==> config.mk <==
export PLATFORM = sky130hd
export DESIGN_NAME = piso_rr_sched_flat
export DESIGN_NICKNAME = d
export VERILOG_FILES = /design/src/rtl/piso_rr_sched_if.sv /design/src/rtl/piso_rr_sched.sv /design/src/flat_wrapper.sv
export SDC_FILE = /design/constraint.sdc
export NUM_CORES = 1
export LEC_CHECK = 0
export ABC_AREA = 1
export CORE_AREA = 2 2 39 41
export CTS_CLUSTER_SIZE = 16
export DETAILED_ROUTE_END_ITERATION = 12
export DIE_AREA = 0 0 41 43
export GPL_TIMING_DRIVEN = 0
export PLACE_DENSITY = 0.82
export SLEW_MARGIN = 20
export SYNTH_ARGS = -nofsm -noshare
export SYNTH_HDL_FRONTEND = slang
export SYNTH_SLANG_ARGS = --single-unit
export TNS_END_PERCENT = 1
==> constraint.sdc <==
create_clock -name clk -period 1.51 [get_ports clk]
set_input_delay 0.2265 -clock clk [delete_from_list [all_inputs] [get_ports clk]]
set_output_delay 0.2265 -clock clk [all_outputs]
set_load 0.05 [all_outputs]
==> src/rtl/piso_rr_sched_if.sv <==
// Handshake and serial-output bundle for piso_rr_sched: two valid/ready word
// sources on the input side, one framed serial line on the output side.
interface piso_rr_sched_if #(
  parameter int WIDTH = 4
);
  logic             req0_valid;
  logic [WIDTH-1:0] req0_data;
  logic             req0_ready;
  logic             req1_valid;
  logic [WIDTH-1:0] req1_data;
  logic             req1_ready;
  logic             ser_out;
  logic             ser_frame;
  logic             ser_id;
  logic             busy;

  modport slave (
    input  req0_valid, req0_data, req1_valid, req1_data,
    output req0_ready, req1_ready, ser_out, ser_frame, ser_id, busy
  );

  modport master (
    output req0_valid, req0_data, req1_valid, req1_data,
    input  req0_ready, req1_ready, ser_out, ser_frame, ser_id, busy
  );
endinterface

==> src/rtl/piso_rr_sched.sv <==
// Two-requester round-robin scheduler feeding a shared MSB-first PISO shifter.
// Optional feature: define PISO_PARITY_EN to append an even-parity bit after the LSB.
module piso_rr_sched #(
  parameter int WIDTH = 4,
  parameter int GAP   = 1
) (
  input  logic            clk,
  input  logic            rst_n,
  piso_rr_sched_if.slave  bus
);

`ifdef PISO_PARITY_EN
  localparam int FW = WIDTH + 1;
`else
  localparam int FW = WIDTH;
`endif
  localparam int BW = $clog2(FW);
  localparam int GW = (GAP > 1) ? $clog2(GAP) : 1;

  localparam logic [1:0] S_IDLE  = 2'd0;
  localparam logic [1:0] S_SHIFT = 2'd1;
  localparam logic [1:0] S_GAP   = 2'd2;

  logic [1:0]       state;
  logic [FW-1:0]    shreg;
  logic [BW-1:0]    bit_cnt;
  logic [GW-1:0]    gap_cnt;
  logic             last_grant;
  logic             id;
  logic             grant0;
  logic             grant1;
  logic [WIDTH-1:0] word_in;
  logic [FW-1:0]    frame_word;

  // Readies are held low during reset so nothing looks accepted while rst_n is low.
  always_comb begin
    grant0 = 1'b0;
    grant1 = 1'b0;
    if (state == S_IDLE && rst_n) begin
      if (bus.req0_valid && bus.req1_valid) begin
        grant0 = last_grant;
        grant1 = !last_grant;
      end else begin
        grant0 = bus.req0_valid;
        grant1 = bus.req1_valid;
      end
    end
  end

  assign word_in = grant1 ? bus.req1_data : bus.req0_data;

`ifdef PISO_PARITY_EN
  assign frame_word = {word_in, ^word_in};
`else
  assign frame_word = word_in;
`endif

  always_ff @(posedge clk or negedge rst_n) begin
    if (!rst_n) begin
      state      <= S_IDLE;
      shreg      <= '0;
      bit_cnt    <= '0;
      gap_cnt    <= '0;
      last_grant <= 1'b1;
      id         <= 1'b0;
    end else begin
      case (state)
        S_IDLE: begin
          if (grant0 || grant1) begin
            shreg      <= frame_word;
            id         <= grant1;
            last_grant <= grant1;
            bit_cnt    <= '0;
            state      <= S_SHIFT;
          end
        end
        S_SHIFT: begin
          shreg <= {shreg[FW-2:0], 1'b0};
          if (bit_cnt == BW'(FW - 1)) begin
            bit_cnt <= '0;
            gap_cnt <= '0;
            state   <= (GAP > 0) ? S_GAP : S_IDLE;
          end else begin
            bit_cnt <= bit_cnt + 1'b1;
          end
        end
        S_GAP: begin
          if (int'(gap_cnt) == GAP - 1) begin
            state <= S_IDLE;
          end else begin
            gap_cnt <= gap_cnt + 1'b1;
          end
        end
        default: state <= S_IDLE;
      endcase
    end
  end

  assign bus.req0_ready = grant0;
  assign bus.req1_ready = grant1;
  assign bus.ser_frame  = (state == S_SHIFT);
  assign bus.ser_out    = (state == S_SHIFT) && shreg[FW-1];
  assign bus.ser_id     = id;
  assign bus.busy       = (state != S_IDLE);

endmodule

==> src/flat_wrapper.sv <==
// flat-port wrapper written by rule: the top's interface ports become plain ports
module piso_rr_sched_flat 
#(
  parameter int WIDTH = 4,
  parameter int GAP   = 1
)
  (clk, rst_n, bus_req0_valid, bus_req0_data, bus_req1_valid, bus_req1_data, bus_req0_ready, bus_req1_ready, bus_ser_out, bus_ser_frame, bus_ser_id, bus_busy);
  piso_rr_sched_if #(.WIDTH(WIDTH)) bus_i ();
  input  logic clk;
  input  logic rst_n;
  input wire logic [$bits(bus_i.req0_valid)-1:0] bus_req0_valid;
  input wire logic [$bits(bus_i.req0_data)-1:0] bus_req0_data;
  input wire logic [$bits(bus_i.req1_valid)-1:0] bus_req1_valid;
  input wire logic [$bits(bus_i.req1_data)-1:0] bus_req1_data;
  output wire logic [$bits(bus_i.req0_ready)-1:0] bus_req0_ready;
  output wire logic [$bits(bus_i.req1_ready)-1:0] bus_req1_ready;
  output wire logic [$bits(bus_i.ser_out)-1:0] bus_ser_out;
  output wire logic [$bits(bus_i.ser_frame)-1:0] bus_ser_frame;
  output wire logic [$bits(bus_i.ser_id)-1:0] bus_ser_id;
  output wire logic [$bits(bus_i.busy)-1:0] bus_busy;
  assign bus_i.req0_valid = bus_req0_valid;
  assign bus_i.req0_data = bus_req0_data;
  assign bus_i.req1_valid = bus_req1_valid;
  assign bus_i.req1_data = bus_req1_data;
  assign bus_req0_ready = bus_i.req0_ready;
  assign bus_req1_ready = bus_i.req1_ready;
  assign bus_ser_out = bus_i.ser_out;
  assign bus_ser_frame = bus_i.ser_frame;
  assign bus_ser_id = bus_i.ser_id;
  assign bus_busy = bus_i.busy;
  piso_rr_sched #(.WIDTH(WIDTH), .GAP(GAP)) u_core (.clk(clk), .rst_n(rst_n), .bus(bus_i));
endmodule
==> results of run 1 <==
metal layers:
| metal | GRT usage | routed length (µm) | up-vias |
|---|---|---|---|
| met1 | 0.224 | 531 | 257 |
| met2 | 0.319 | 747 | 21 |
| met4 | 0.0733 | 7 | 0 |
| met5 | 0 | 0 | - |
| li1 | - | - | 283 |
| met3 | 0.0366 | 85 | 2 |
registers in the layout, summed over array words and instances (netlist names):
register / flops
u_core.shreg: 4
u_core.state: 2
u_core.bus.ser_id: 1
u_core.bit_cnt: 2
u_core.last_grant: 1
synth_stat cells:
cell type / number / area (µm²)
nand3b_1: 1 / 7.51
inv_1: 14 / 52.6
o21ai_2: 1 / 8.76
o21ai_1: 1 / 5.00
a21oi_4: 1 / 16.3
a211oi_1: 1 / 7.51
o21ai_0: 1 / 5.00
dfstp_2: 1 / 26.3
ha_1: 1 / 12.5
nand3_1: 17 / 85.1
nand2_1: 13 / 48.8
nor2_8: 1 / 20.0
dfrtp_1: 9 / 225
nand2_4: 2 / 22.5
a21oi_2: 1 / 8.76
nor2_4: 1 / 11.3
nor2_1: 3 / 11.3
inv_2: 4 / 15.0
final cells by class:
cell class / instances / area, µm² / area share
Clock buffer: 4 / 26.3 / 0.0296
Timing Repair Buffer: 24 / 235 / 0.265
Tap cell: 16 / 20.0 / 0.0225
Multi-Input combinational cell: 45 / 288 / 0.324
Inverter: 18 / 67.6 / 0.0761
Sequential cell: 10 / 251 / 0.283
power groups by stage:
stage	combinational, mW	clock [mW]	sequential, mW
5_1_grt	1.11	0.216	0.488
6_report	1.02	0.194	0.481
3_5_place_dp	0.924	0	0.475
2_1_floorplan	0.637	0	0.509
3_3_place_gp	0.908	0	0.468
4_1_cts	0.929	0.194	0.472
repair_timing:
item	CTS	global route
gates resized for setup	30	8
buffers inserted	1	5
endpoints found under the setup margin	13	4
pin swaps	1	3
hold endpoints to repair	9	0
hold buffers	1	0
logic make-up (layout without fill, tap and decap cells):
| kind of cell | Yosys count | after routing | share of synthesized area |
|---|---|---|---|
| DFF | 10 | 10 | 0.427 |
| buffers and inverters | 18 | 46 | 0.115 |
| and+or+nand+nor | 38 | 38 | 0.350 |
| AOI/OAI and AO/OA | 6 | 6 | 0.0871 |
| adders and majority gates | 1 | 1 | 0.0212 |
stage by stage:
step,std cells,worst slack [ns],power [mW],cell area (µm²)
after detailed placement,106,-1.10,1.40,792
after global routing,117,-0.0568,1.81,888
final,117,0.0126,1.69,888
after CTS,112,-0.0340,1.59,833
after global placement,106,-1.08,1.38,792
after floorplan,73,-0.0390,1.15,602
worst min path at each step:
stage	start	endpoint	slack, ns	cells after the start
2_1_floorplan	rst_n	u_core.bit_cnt[0]$_DFFE_PN0P_	-0.07	0
3_3_place_gp	u_core.bus.ser_id$_DFFE_PN0P_	u_core.bus.ser_id$_DFFE_PN0P_	0.46	2
3_5_place_dp	u_core.bus.ser_id$_DFFE_PN0P_	u_core.bus.ser_id$_DFFE_PN0P_	0.47	2
4_1_cts	rst_n	u_core.last_grant$_DFFE_PN1P_	0.04	1
5_1_grt	rst_n	u_core.last_grant$_DFFE_PN1P_	0.04	1
6_report	rst_n	u_core.last_grant$_DFFE_PN1P_	0.05	1
==> results.yml, run 1 <==
setup_path:
  timing.rr.end: "u_core.shreg[0]$_DFFE_PN0P_"
  path_buf_inv: 3
  crit_fanout: 5
  startpoint: "u_core.state[1]$_DFFE_PN0P_"
  timing.rr.start: "u_core.state[1]$_DFFE_PN0P_"
  critical_path_arrival_ns: 1.27
  r2r_slack_ns: 0.23
  crit_path_start_kind: "register"
  crit_family: "flip-flops"
  cpPeakStageDelay_ns: 0.41
  cp.depth: 6
  criticalPathCategory: "register to primary output"
  cp.required_ns: 1.28
  crit_end: "bus_req1_ready"
  slowest_stage: "dfrtp_1"
  cp-end-kind: "primary output"
  path_cells: "inv_2 -> nand2_4 -> nor2_8 -> nand2_4 -> inv_2 -> buf_8"
  ff2ff_path_depth: 8
timing:
  finalSetupTns_ns: 0
  maxSlewHeadroom: 0.680
  fmax_mhz: 668
  worst_slew_pin_slew_ns: 0.482
  rsz0062_at_grt: "true"
  final-hold-violation-count: 0
  slew_viol_final: 0
  finalClockSkew_ns: 0.0107
  period_share: 0.992
  min_period_ns: 1.50
  setup_viol_count_final: 0
  hold_slack_ns: 0.0496
route:
  wl_per_cell_um: 11.7
  post_drt_via_cell_ratio: 4.81
  vias: 563
  ant_nets: 0
  routed_wl_um: 1370
  firstDrtPassIters: 4
  drc: 0
  drt_iter0_drc: 16
placed_design:
  io_buffers: 17
  gp_congestion: 0.766
  place_hpwl_um: 952
yosys:
  avgSynthCellArea_um2: 8.07
  synth_area_um2: 589
  synth_seq_cells: 10
  ys_types: 18
  seq_area_frac_synth: 0.427
  synth_cells: 73
  syn-num-nets: 86
  synth_warnings: 0
clocking:
  htreeDepth: 1
  tritoncts.num_buffers: 3
  clk_pin_slew_ns: 0.07
  clock_latency_ns: 0.26
  cts_buffer_depth: 2
  cts-root-buf: "clkbuf_4"
  cts_sinks: 10
  cts_tree: "yes"
worst_hold_path:
  holdCritPathClass: "input pin to asynchronous set/reset pin"
final_layout:
  fin_util: 0.642
  fill_cells: 109
  final_common_cell: "nand3_1"
  final_cell_mix: "nand3_1, nand2_1, inv_1, dfrtp_1, clkdlybuf4s50_1"
  diodes: 0
  drive_above_1_share: 0.317
  nets: 115
  syn2layout_area_growth_pct: 50.7
floorplan:
  core_area_um2: 1380
  die_area_um2: 1760
  io_pins: 18
  fp.dieH_um: 43
  fp-row-count: 14
  initial_core_util: 0.426
  die_w_um: 41
global_route:
  grt_start_max_net_pins: 10
  grt_usage: 0.190
  grt-ovfl-total: 0
  grt_pass1_vias: 561
  antenna_found_initial: 0
  grt_pass1_wl_um: 2260
power_and_ir_drop:
  p_comb_frac: 0.602
  powerDensity_nw_per_um2: 1910
  p_sw_mw: 0.823
  power.share.clock: 0.114
  leakagePower_nw: 0.476
  peakVddDrop_mv: 1.11
  p_sw_frac: 0.486
  pwr-share-seq: 0.284
  power.internal_mw: 0.871
status:
  outcome: "completed"
job:
  cap_violations: 0
(Power assumes the default switching activity.)
==> inputs of run 2 (changes only) <==
--- a/config.mk
+++ b/config.mk
@@ -6,6 +6,7 @@
 export NUM_CORES = 1
 export LEC_CHECK = 0
 export ABC_AREA = 1
+export CAP_MARGIN = 15
 export CORE_AREA = 2 2 39 41
 export CTS_CLUSTER_SIZE = 16
 export DETAILED_ROUTE_END_ITERATION = 12
==> results of run 2 <==
Same layout as run 1: the final DEF is identical, and so are final timing and power.
==> inputs of run 3 (changes only) <==
--- a/config.mk
+++ b/config.mk
@@ -8,6 +8,7 @@
 export ABC_AREA = 1
 export CAP_MARGIN = 15
 export CORE_AREA = 2 2 39 41
+export CTS_CLUSTER_DIAMETER = 200
 export CTS_CLUSTER_SIZE = 16
 export DETAILED_ROUTE_END_ITERATION = 12
 export DIE_AREA = 0 0 41 43
==> results of run 3 <==
Same layout as run 1: the final DEF is identical, and so are final timing and power.
